===== config.mk =====
export PLATFORM = sky130hd
export DESIGN_NAME = change_dispense_ctrl
export DESIGN_NICKNAME = d
export VERILOG_FILES = /design/src/rtl/vend_pkg.sv /design/src/rtl/change_selector.sv /design/src/rtl/change_dispense_ctrl.sv
export SDC_FILE = /design/constraint.sdc
export NUM_CORES = 1
export LEC_CHECK = 0
export CORE_UTILIZATION = 46
export DETAILED_ROUTE_END_ITERATION = 10
export GPL_ROUTABILITY_DRIVEN = 1
export PLACE_DENSITY = 0.85
export SKIP_LAST_GASP = 1
export SLEW_MARGIN = 25
export SYNTH_ARGS = -nofsm -noshare
export SYNTH_HDL_FRONTEND = slang
export SYNTH_HIERARCHICAL = 1
export SYNTH_SLANG_ARGS = --single-unit

===== constraint.sdc =====
create_clock -name clock -period 2.7 [get_ports clock]
set_clock_uncertainty 0.2 [all_clocks]
set_input_delay 0.675 -clock clock [delete_from_list [all_inputs] [get_ports clock]]
set_output_delay 0.675 -clock clock [all_outputs]
set_load 0.02 [all_outputs]

===== src/rtl/vend_pkg.sv =====
// Shared types for the coin vending datapath: coin encoding,
// controller state and the coin-to-value lookup.
package vend_pkg;

  localparam int VAL_W = 4;

  typedef enum logic [2:0] {
    NONE = 3'b000,
    CIRC = 3'b001,
    TRI  = 3'b011,
    PENT = 3'b101
  } coin_t;

  typedef enum logic [1:0] {
    IDLE,
    EVAL,
    DISP1,
    DISP2
  } state_t;

  function automatic logic [VAL_W-1:0] coin_value(coin_t c);
    case (c)
      CIRC:    coin_value = VAL_W'(1);
      TRI:     coin_value = VAL_W'(3);
      PENT:    coin_value = VAL_W'(5);
      default: coin_value = '0;
    endcase
  endfunction

endpackage


===== src/rtl/change_selector.sv =====
// Combinational change picker: finds at most two coins from the live
// inventory that sum exactly to i_change.
// Ports: i_change, i_pent/i_tri/i_circ counts in; o_first/o_second coins
// and o_ok (a solution exists) out.
module change_selector
  import vend_pkg::*;
#(
  parameter int INV_W    = 2,
  parameter int CREDIT_W = 4
) (
  input  logic [CREDIT_W-1:0] i_change,
  input  logic [INV_W-1:0]    i_pent,
  input  logic [INV_W-1:0]    i_tri,
  input  logic [INV_W-1:0]    i_circ,
  output coin_t               o_first,
  output coin_t               o_second,
  output logic                o_ok
);

  localparam coin_t COINS [3] = '{PENT, TRI, CIRC};

  logic [INV_W-1:0]  w_cnt [3];
  logic [CREDIT_W:0] w_val [3];
  logic [CREDIT_W:0] w_goal;

  assign w_cnt[0] = i_pent;
  assign w_cnt[1] = i_tri;
  assign w_cnt[2] = i_circ;
  assign w_goal   = {1'b0, i_change};

  always_comb begin
    for (int i = 0; i < 3; i++) begin
      w_val[i] = (CREDIT_W+1)'(coin_value(COINS[i]));
    end
  end

  // Single coins are preferred over pairs; within each group the
  // larger coin goes out first. A pair of one type needs two in stock.
  always_comb begin
    logic w_found;
    logic w_have;
    w_found  = 1'b0;
    w_have   = 1'b0;
    o_first  = NONE;
    o_second = NONE;
    for (int i = 0; i < 3; i++) begin
      if (!w_found && w_cnt[i] != '0 &&
          w_val[i] == w_goal) begin
        w_found = 1'b1;
        o_first = COINS[i];
      end
    end
    for (int i = 0; i < 3; i++) begin
      for (int j = i; j < 3; j++) begin
        if (j != i) w_have = w_cnt[i] != '0 && w_cnt[j] != '0;
        else        w_have = w_cnt[i] > INV_W'(1);
        if (!w_found && w_have &&
            (w_val[i] + w_val[j]) == w_goal) begin
          w_found  = 1'b1;
          o_first  = COINS[i];
          o_second = COINS[j];
        end
      end
    end
    o_ok = w_found;
  end

endmodule


===== src/rtl/change_dispense_ctrl.sv =====
// Vending sequencer: credit accumulation, buy evaluation, and a two-coin
// valid/ready change dispenser that draws down the coin inventory.
// Ports: clock/reset; coin_valid/coin_type, cost/buy, restock + rs_* in;
// disp_valid/disp_coin/disp_ready handshake; credit, *_cnt, busy and
// status pulses/flags out.
module change_dispense_ctrl
  import vend_pkg::*;
#(
  parameter int INV_W    = 2,
  parameter int CREDIT_W = 4
) (
  input  logic                clock,
  input  logic                reset,
  input  logic                coin_valid,
  input  logic [2:0]          coin_type,
  input  logic [CREDIT_W-1:0] cost,
  input  logic                buy,
  input  logic                restock,
  input  logic [INV_W-1:0]    rs_pent,
  input  logic [INV_W-1:0]    rs_tri,
  input  logic [INV_W-1:0]    rs_circ,
  input  logic                disp_ready,
  output logic                disp_valid,
  output logic [2:0]          disp_coin,
  output logic [CREDIT_W-1:0] credit,
  output logic [INV_W-1:0]    pent_cnt,
  output logic [INV_W-1:0]    tri_cnt,
  output logic [INV_W-1:0]    circ_cnt,
  output logic                busy,
  output logic                coin_reject,
  output logic                sale_done,
  output logic                exact_amt,
  output logic                not_enough,
  output logic                cough_up
);

  state_t              r_state, w_next;
  logic [CREDIT_W-1:0] r_credit, r_cost;
  logic [INV_W-1:0]    r_pent, r_tri, r_circ;
  coin_t               r_first, r_second;
  logic                r_reject, r_sale;
  logic                r_exact, r_ne, r_cough;

  coin_t               w_sel_first, w_sel_second;
  logic                w_sel_ok;
  logic [CREDIT_W-1:0] w_change;
  logic [CREDIT_W:0]   w_sum;
  logic                w_idle, w_legal;
  logic                w_coin_ok, w_reject;
  logic                w_restock, w_take_buy;
  logic                w_hs;
  coin_t               w_disp_coin;
  logic [INV_W-1:0]    w_dec_cnt;
  logic                w_clr, w_sale, w_load;
  logic                w_set_ex, w_set_ne, w_set_cu;

  assign w_idle  = r_state == IDLE;
  assign w_legal = coin_type == CIRC ||
                   coin_type == TRI  ||
                   coin_type == PENT;
  assign w_sum   = {1'b0, r_credit} +
                   (CREDIT_W+1)'(coin_value(coin_t'(coin_type)));

  assign w_coin_ok = coin_valid && w_idle &&
                     w_legal && !w_sum[CREDIT_W];
  assign w_reject  = coin_valid && !w_coin_ok;
  assign w_restock = restock && w_idle;
  assign w_change  = r_credit - r_cost;

  change_selector #(
    .INV_W    (INV_W),
    .CREDIT_W (CREDIT_W)
  ) u_sel (
    .i_change (w_change),
    .i_pent   (r_pent),
    .i_tri    (r_tri),
    .i_circ   (r_circ),
    .o_first  (w_sel_first),
    .o_second (w_sel_second),
    .o_ok     (w_sel_ok)
  );

  assign disp_valid  = r_state == DISP1 || r_state == DISP2;
  assign w_disp_coin = (r_state == DISP1) ? r_first :
                       (r_state == DISP2) ? r_second : NONE;
  assign w_hs        = disp_valid && disp_ready;

  always_comb begin
    case (w_disp_coin)
      PENT:    w_dec_cnt = r_pent;
      TRI:     w_dec_cnt = r_tri;
      CIRC:    w_dec_cnt = r_circ;
      default: w_dec_cnt = '0;
    endcase
  end

  always_ff @(posedge clock or posedge reset) begin
    if (reset) r_state <= IDLE;
    else       r_state <= w_next;
  end

  always_comb begin
    w_next     = r_state;
    w_take_buy = 1'b0;
    w_clr      = 1'b0;
    w_sale     = 1'b0;
    w_load     = 1'b0;
    w_set_ex   = 1'b0;
    w_set_ne   = 1'b0;
    w_set_cu   = 1'b0;
    case (r_state)
      IDLE: begin
        // restock takes priority; a coincident buy is dropped
        if (buy && !restock) begin
          w_take_buy = 1'b1;
          w_next     = EVAL;
        end
      end
      EVAL: begin
        w_next = IDLE;
        if (r_credit < r_cost) begin
          w_set_cu = 1'b1;
        end else if (r_credit == r_cost) begin
          w_set_ex = 1'b1;
          w_clr    = 1'b1;
          w_sale   = 1'b1;
        end else if (!w_sel_ok) begin
          w_set_ne = 1'b1;
        end else begin
          w_load = 1'b1;
          w_next = DISP1;
        end
      end
      DISP1: begin
        if (disp_ready) begin
          if (r_second != NONE) begin
            w_next = DISP2;
          end else begin
            w_clr  = 1'b1;
            w_sale = 1'b1;
            w_next = IDLE;
          end
        end
      end
      DISP2: begin
        if (disp_ready) begin
          w_clr  = 1'b1;
          w_sale = 1'b1;
          w_next = IDLE;
        end
      end
      default: w_next = IDLE;
    endcase
  end

  always_ff @(posedge clock or posedge reset) begin
    if (reset) begin
      r_credit <= '0;
      r_cost   <= '0;
      r_pent   <= '0;
      r_tri    <= '0;
      r_circ   <= '0;
      r_first  <= NONE;
      r_second <= NONE;
      r_reject <= 1'b0;
      r_sale   <= 1'b0;
      r_exact  <= 1'b0;
      r_ne     <= 1'b0;
      r_cough  <= 1'b0;
    end else begin
      r_reject <= w_reject;
      r_sale   <= w_sale;
      // coin_ok only in IDLE, clear only outside it
      if (w_coin_ok)  r_credit <= w_sum[CREDIT_W-1:0];
      else if (w_clr) r_credit <= '0;
      if (w_take_buy) begin
        r_cost  <= cost;
        r_exact <= 1'b0;
        r_ne    <= 1'b0;
        r_cough <= 1'b0;
      end
      if (w_set_ex) r_exact <= 1'b1;
      if (w_set_ne) r_ne    <= 1'b1;
      if (w_set_cu) r_cough <= 1'b1;
      if (w_load) begin
        r_first  <= w_sel_first;
        r_second <= w_sel_second;
      end
      if (w_restock) begin
        r_pent <= rs_pent;
        r_tri  <= rs_tri;
        r_circ <= rs_circ;
      end else if (w_hs) begin
        case (w_disp_coin)
          PENT:    r_pent <= r_pent - INV_W'(1);
          TRI:     r_tri  <= r_tri  - INV_W'(1);
          CIRC:    r_circ <= r_circ - INV_W'(1);
          default: ;
        endcase
      end
    end
  end

  // The selector never picks an empty type, so a dispense can't underflow.
  a_no_underflow: assert property (
    @(posedge clock) disable iff (reset)
    w_hs |-> (w_dec_cnt != '0)
  );

  assign disp_coin   = w_disp_coin;
  assign credit      = r_credit;
  assign pent_cnt    = r_pent;
  assign tri_cnt     = r_tri;
  assign circ_cnt    = r_circ;
  assign busy        = !w_idle;
  assign coin_reject = r_reject;
  assign sale_done   = r_sale;
  assign exact_amt   = r_exact;
  assign not_enough  = r_ne;
  assign cough_up    = r_cough;

endmodule


==> flow_metrics.py, run 1 <==
metrics = {
    "run_status": {
        "status": "finished, violations left",
        "violations": "setup timing",
    },
    "clock_tree": {
        "cts_tree": "built",
        "cts.sinks": 27,
        "clk_pin_slew_ps": 100,
        "worstSkewPairLatency_ps": 280,
        "numCtsBuffers": 3,
        "htreeDepth": 1,
        "ctsLongestPathBuffers": 2,
        "cts_root_buf": "clkbuf_8",
    },
    "final_layout": {
        "fillers": 250,
        "multi_input_area_um2": 1232,
        "final_net_count": 290,
        "syn2layout_area_growth_pct": 51.21,
        "final_layout_size_suffix_gt1_frac": 0.3295,
        "register_area_um2": 679.4,
        "post-route-util": 0.7367,
        "n_antenna_cell": 0,
    },
    "critical_path": {
        "critPathMaxFanout": 4,
        "reg2reg_setup_slack_ps": -30,
        "worst_path_most_repeated_cell": "buf_4",
        "critPathKind": "register to register",
        "regToRegEndpoint": "r_first[0]$_DFFE_PP0P_",
        "worst_ep_arrival_time_ps": 2710,
        "ff2ff_path_depth": 10,
        "cp-start-kind": "register",
        "r2r_start": "r_cost[0]$_DFFE_PP0P_",
        "crit_path_end_kind": "register",
        "cp-endpoint": "r_first[0]$_DFFE_PP0P_",
        "worst_ep_required_time_ps": 2680,
        "slowest_delay_ps": 420,
        "crit_slowest_cell": "dfrtp_1",
        "crit_chain": "ha_4, fa_2, xnor2_4, mux2i_2, nor3_4, nor3_2, buf_4, buf_4, nand3_1, mux2_4",
        "critPathLaunch": "r_cost[0]$_DFFE_PP0P_",
    },
    "grt": {
        "grt_usage": 0.2323,
        "grt_pass1_vias": 1662,
        "antenna_found_initial": 0,
        "grt_max_degree": 28,
        "grt-ovfl-total": 0,
        "grt_pass1_wl_um": 7527,
    },
    "floorplan": {
        "die_x_um": 64.74,
        "dieHeight_um": 64.74,
        "start_util": 0.4872,
        "die_area_um2": 4191,
        "row_count": 22,
        "core_area_um2": 3716,
        "ios": 39,
    },
    "synth": {
        "synthesis.area_um2": 1810,
        "yosysWarnings": 6,
        "ys_ff_latch": 27,
        "synthCells": 188,
        "yosysTopAreaCell": "dfrtp_1",
        "syn-num-nets": 216,
        "synth_cell_type_count": 49,
        "async_reset_ff_frac": 1.000,
        "syn_avg_cell_area_um2": 9.630,
        "synth_top_area_share": 0.3732,
        "synth_area_leaders": "dfrtp_1, mux2_2, ha_1",
        "ys.flop_type": "dfrtp_1",
        "synth-edff-count": 0,
        "yosysSeqAreaShare": 0.3732,
    },
    "route": {
        "routedWlPerCell_um": 17.10,
        "num_vias": 1764,
        "dr.pass1.iters": 4,
        "vias_per_cell": 5.709,
        "drc": 0,
        "antenna_left": 0,
        "route.final.wire_length_um": 5285,
        "drt_first_iter_violations": 149,
    },
    "sta": {
        "finalCriticalPeriod_ps": 2733,
        "hold_violations": 0,
        "rsz0062_at_grt": "yes",
        "layout_setup_ws_ps": -32.80,
        "setup_viol": 6,
        "fin_crit_sh": 1.012,
        "worstMarginPinSlew_ps": 654.0,
        "max_clock_freq_mhz": 365.9,
        "max_slew_margin": 0.5624,
        "timing.final.max_slew_violations": 0,
    },
    "min_path": {
        "hold_path_class": "register to register",
    },
    "flow_run": {
        "max_cap_viol_count": 0,
    },
    "placement": {
        "gp_congestion": 0.9015,
        "dp_hpwl_um": 3157,
        "port_buffers": 38,
    },
}
[cell type report]
class / count / share of cell area
timing repair buffer: 73 / 0.2422
sequential: 27 / 0.2482
multi-input combinational: 142 / 0.4502
tap: 48 / 0.02194
clock buffer: 3 / 0.01508
clock inverter: 1 / 0.001828
inverter: 15 / 0.02057
[kinds of logic (layout without fill, tap and decap cells)]
group | count (synthesis) | after routing | share of synthesized area
AND/OR/NAND/NOR | 70 | 70 | 0.2267
AO/OA/AOI/OAI | 41 | 41 | 0.1631
buffers and inverters | 19 | 92 | 0.04354
flip-flops | 27 | 27 | 0.3732
multiplexers | 14 | 14 | 0.08431
XOR/XNOR | 8 | 8 | 0.03870
adder cells (fa/ha/maj) | 9 | 9 | 0.07049
[worst max-delay path, delay by kind of cell, from the launching register on]
| family | cells | cell delay [ps] |
|---|---|---|
| adder cells (fa/ha/maj) | 2 | 580 |
| AND/OR/NAND/NOR | 3 | 340 |
| flip-flops | 1 | 420 |
| multiplexers | 2 | 580 |
| buffers and inverters | 2 | 240 |
| XOR/XNOR | 1 | 250 |
[worst min-delay path by stage]
stage | from | end | cells past startpoint
2_1_floorplan | r_first[0]$_DFFE_PP0P_ | r_first[0]$_DFFE_PP0P_ | 1
3_3_place_gp | cough_up$_DFFE_PP0P_ | cough_up$_DFFE_PP0P_ | 1
3_5_place_dp | cough_up$_DFFE_PP0P_ | cough_up$_DFFE_PP0P_ | 1
4_1_cts | cough_up$_DFFE_PP0P_ | cough_up$_DFFE_PP0P_ | 1
5_1_grt | cough_up$_DFFE_PP0P_ | cough_up$_DFFE_PP0P_ | 1
6_report | cough_up$_DFFE_PP0P_ | cough_up$_DFFE_PP0P_ | 1
[placed cells by master (no fill, tap or decap), drive strengths merged, types with 5 or more instances in the layout]
cell type	count
a211oi	5
a21o	5
a21oi	10
buf	35
clkdlybuf4s50	35
dfrtp	27
ha	7
inv	15
mux2	10
nand2	10
nand2b	6
nor2	15
nor3	5
o21ai	7
xnor2	7
[flip-flops by register name (all words and copies together), names as in the netlist, 2 cells and up]
name / flops
r_second: 3
r_cost: 4
pent_cnt: 2
tri_cnt: 2
circ_cnt: 2
r_state: 2
r_first: 3
credit: 4
[Yosys cell counts (2+ instances only)]
| library cell | instances |
|---|---|
| dfrtp_1 | 27 |
| inv_1 | 15 |
| nor2_1 | 15 |
| a21oi_1 | 10 |
| mux2_2 | 10 |
| nand2_1 | 10 |
| ha_1 | 7 |
| xnor2_1 | 7 |
| nand2b_1 | 6 |
| o21ai_0 | 6 |
| a211oi_1 | 5 |
| a21o_1 | 5 |
| mux2i_1 | 4 |
| nand3_1 | 4 |
| nor2b_1 | 4 |
| nor3_1 | 4 |
| clkbuf_1 | 3 |
| o211ai_1 | 3 |
| or2_2 | 3 |
| a31oi_1 | 2 |
| and2_1 | 2 |
| fa_1 | 2 |
| nand3b_1 | 2 |
| nand4_1 | 2 |
| nor3b_1 | 2 |
| nor4_1 | 2 |
| o22ai_1 | 2 |
| or2b_1 | 2 |
| or3b_2 | 2 |
[per-layer routing]
metal	wire, µm	GRT usage	vias up
li1	-	-	819
met1	2309	0.3274	860
met2	2605	0.3672	69
met3	223	0.01761	16
met4	146	0.09444	0
met5	0	0	-
[through the flow]
step / instance area (µm²) / hold WS [ps] / instances / TNS [ps] / setup WS, ps
floorplan: 1873 / 278.6 / 188 / 0 / 2.150
global placement: 2449 / 275.1 / 291 / -1872 / -334.6
detailed placement: 2449 / 266.6 / 291 / -2810 / -502.0
CTS: 2603 / 301.1 / 302 / 0 / 12.79
global route: 2738 / 321.1 / 309 / -710.6 / -112.6
finish: 2738 / 301.4 / 309 / -131.8 / -32.80
[repair_timing]
action / 4_1_cts / 5_1_grt
hold buffers: 0 / 0
resized for setup: 15 / 21
endpoints found under the hold margin: 0 / 0
pin swaps: 9 / 15
endpoints found under the setup margin: 11 / 11
buffers inserted: 7 / 7
Power of run 1 is left out: the tool's default activity adds up to more than one toggle a clock period on the data nets, which glitch-free logic cannot reach.
==> inputs of run 2 (changes only) <==
- HOLD_SLACK_MARGIN: unset -> 0.1
==> results of run 2 <==
Same layout as run 1: the final DEF is identical, and so are final timing and power.
Power of run 2 is left out for the same reason.
==> inputs of run 3 (changes only) <==
- GPL_TIMING_DRIVEN: unset -> 0
- SETUP_SLACK_MARGIN: unset -> 0.02
==> run 3 against run 2 <==
The run still ends with setup timing left. Global-route usage up 1.4 points. Core utilization down 3.1 points. Flip-flop and latch count unchanged. Setup slack worse by 55 ps. Via count down 1.0%. Maximum frequency down 2.0%. Register-to-register slack worse by 60 ps. Critical path type unchanged. Final cell count down 4.2%. Critical path depth unchanged. Non-clock buffer count down 13. Hold slack worse by 19 ps. Final area down 4.3%.
==> flow_metrics.py, run 3 (synthesis gave the netlist of run 1 again) <==
metrics = {
    "sta": {
        "holdWs_ps": 282.3,
        "setup_viol": 6,
        "max_clock_freq_mhz": 358.7,
        "timing.final.max_slew_violations": 0,
        "fin_crit_sh": 1.033,
        "rsz0062_at_grt": "yes",
        "finalCriticalPeriod_ps": 2788,
        "max_slew_margin": 0.5478,
        "layout_setup_ws_ps": -88.05,
        "worstMarginPinSlew_ps": 675.8,
        "hold_violations": 0,
    },
    "clock_tree": {
        "cts_root_buf": "clkbuf_8",
        "cts_hold_buf": 0,
        "htreeDepth": 1,
        "ctsLongestPathBuffers": 2,
        "worstSkewPairLatency_ps": 280,
        "cts_tree": "built",
        "cts.sinks": 27,
        "clk_pin_slew_ps": 90,
        "numCtsBuffers": 3,
    },
    "min_path": {
        "hold_depth": 1,
        "whs_endpoint": "exact_amt$_DFFE_PP0P_",
        "hold_path_class": "register to register",
        "hold_start": "exact_amt$_DFFE_PP0P_",
    },
    "route": {
        "dr.pass1.iters": 4,
        "routedWlPerCell_um": 16.88,
        "top_layer_used": "met4",
        "vias_per_cell": 5.899,
        "drt-met1-wl_um": 2172,
        "route.final.wire_length_um": 4995,
        "antenna_left": 0,
        "route.met2.wl_um": 2479,
        "drt_first_iter_violations": 118,
        "wl_met3_um": 239,
        "drc": 0,
        "num_vias": 1746,
    },
    "critical_path": {
        "critPathKind": "register to register",
        "ff2ff_path_depth": 10,
        "r2r_start": "credit[0]$_DFFE_PP0P_",
        "cp-start-kind": "register",
        "worst_ep_arrival_time_ps": 2760,
        "worst_ep_required_time_ps": 2670,
        "reg2reg_setup_slack_ps": -90,
        "regToRegEndpoint": "r_second[2]$_DFFE_PP0P_",
        "critPathMaxFanout": 7,
        "crit_path_end_kind": "register",
    },
    "grt": {
        "antenna_found_initial": 0,
        "grt_pass1_vias": 1580,
        "grt_pass1_wl_um": 7769,
        "grt-ovfl-total": 0,
        "grt_max_degree": 28,
        "grt_usage": 0.2466,
    },
    "placement": {
        "port_buffers": 38,
        "gp_congestion": 0.8072,
        "dp_hpwl_um": 3115,
        "placedInstanceArea_um2": 2320,
    },
    "floorplan": {
        "core_area_um2": 3716,
        "dieHeight_um": 64.74,
        "ios": 39,
        "start_util": 0.4872,
        "die_area_um2": 4191,
        "die_x_um": 64.74,
        "row_count": 22,
    },
    "final_layout": {
        "final_net_count": 277,
        "n_antenna_cell": 0,
        "final_layout_size_suffix_gt1_frac": 0.2984,
        "final_common_cell": "clkdlybuf4s50_1",
        "final_area_um2": 2621,
        "syn2layout_area_growth_pct": 44.78,
        "mostFrequentLayoutCells": "clkdlybuf4s50_1, dfrtp_1, buf_4",
    },
    "run_status": {
        "status": "finished, violations left",
        "violations": "setup timing",
    },
    "flow_run": {
        "max_cap_viol_count": 0,
    },
}
[run 3: cell types whose count changed in the layout (fill, tap and decap cells not counted), sizes merged]
cell,change
dlymetal6s2s,+2
dlygate4sd2,+1
clkbuf,+2
clkdlybuf4s50,-3
buf,-15
[run 3: worst max-delay path, cell delays in order (launching register included)]
cell and delay (ps):
dfrtp_2 420, inv_2 100, ha_4 150, fa_2 440, inv_2 110, or2b_1 320, nor3_2 260, nor3_2 90
nand3_2 110, nand3_4 130, mux2_4 340
[run 3: how the worst max path moves through the flow]
| stage | startpoint | end | slack (ps) | cells past startpoint |
|---|---|---|---|---|
| global placement | coin_type[0] | credit[3]$_DFFE_PP0P_ | -530 | 9 |
| floorplan | credit[0]$_DFFE_PP0P_ | r_first[0]$_DFFE_PP0P_ | 30 | 10 |
| CTS | coin_type[2] | credit[3]$_DFFE_PP0P_ | 20 | 9 |
| finish | credit[0]$_DFFE_PP0P_ | r_second[2]$_DFFE_PP0P_ | -90 | 10 |
| global route | credit[0]$_DFFE_PP0P_ | r_second[2]$_DFFE_PP0P_ | -160 | 10 |
| detailed placement | coin_type[0] | credit[3]$_DFFE_PP0P_ | -570 | 9 |
[run 3: final cells by class]
type	instances	area, µm²
multi-input combinational	142	1227
fill	266	1095
sequential	27	678.2
timing repair buffer	57	534.3
tap	48	60.06
inverter	15	56.30
clock buffer	3	41.29
buffer	3	18.77
clock inverter	1	5.005
[run 3: stage by stage]
step / worst slack [ps] / TNS [ps] / util / cells
after global routing: -156.2 / -801.2 / 0.7054 / 296
after CTS: 16.45 / 0 / 0.6795 / 291
after detailed placement: -572.3 / -3577 / 0.6242 / 274
after floorplan: 26.07 / 0 / - / 188
after global placement: -534.1 / -3093 / 0.6242 / 274
final: -88.05 / -415.8 / 0.7054 / 296
[run 3: repair_timing]
item | 4_1_cts | 5_1_grt
pin swaps | 11 | 13
gates resized for setup | 20 | 14
endpoints found under the setup margin | 13 | 13
buffers inserted | 14 | 5
gates cloned | 0 | 0
[run 3: per-layer routing]
layer,up-vias,global-route usage
met1,882,0.3468
met5,-,0
li1,795,-
met4,0,0.1194
met3,9,0.03697
met2,60,0.3685
Power of run 3 is left out for the same reason.
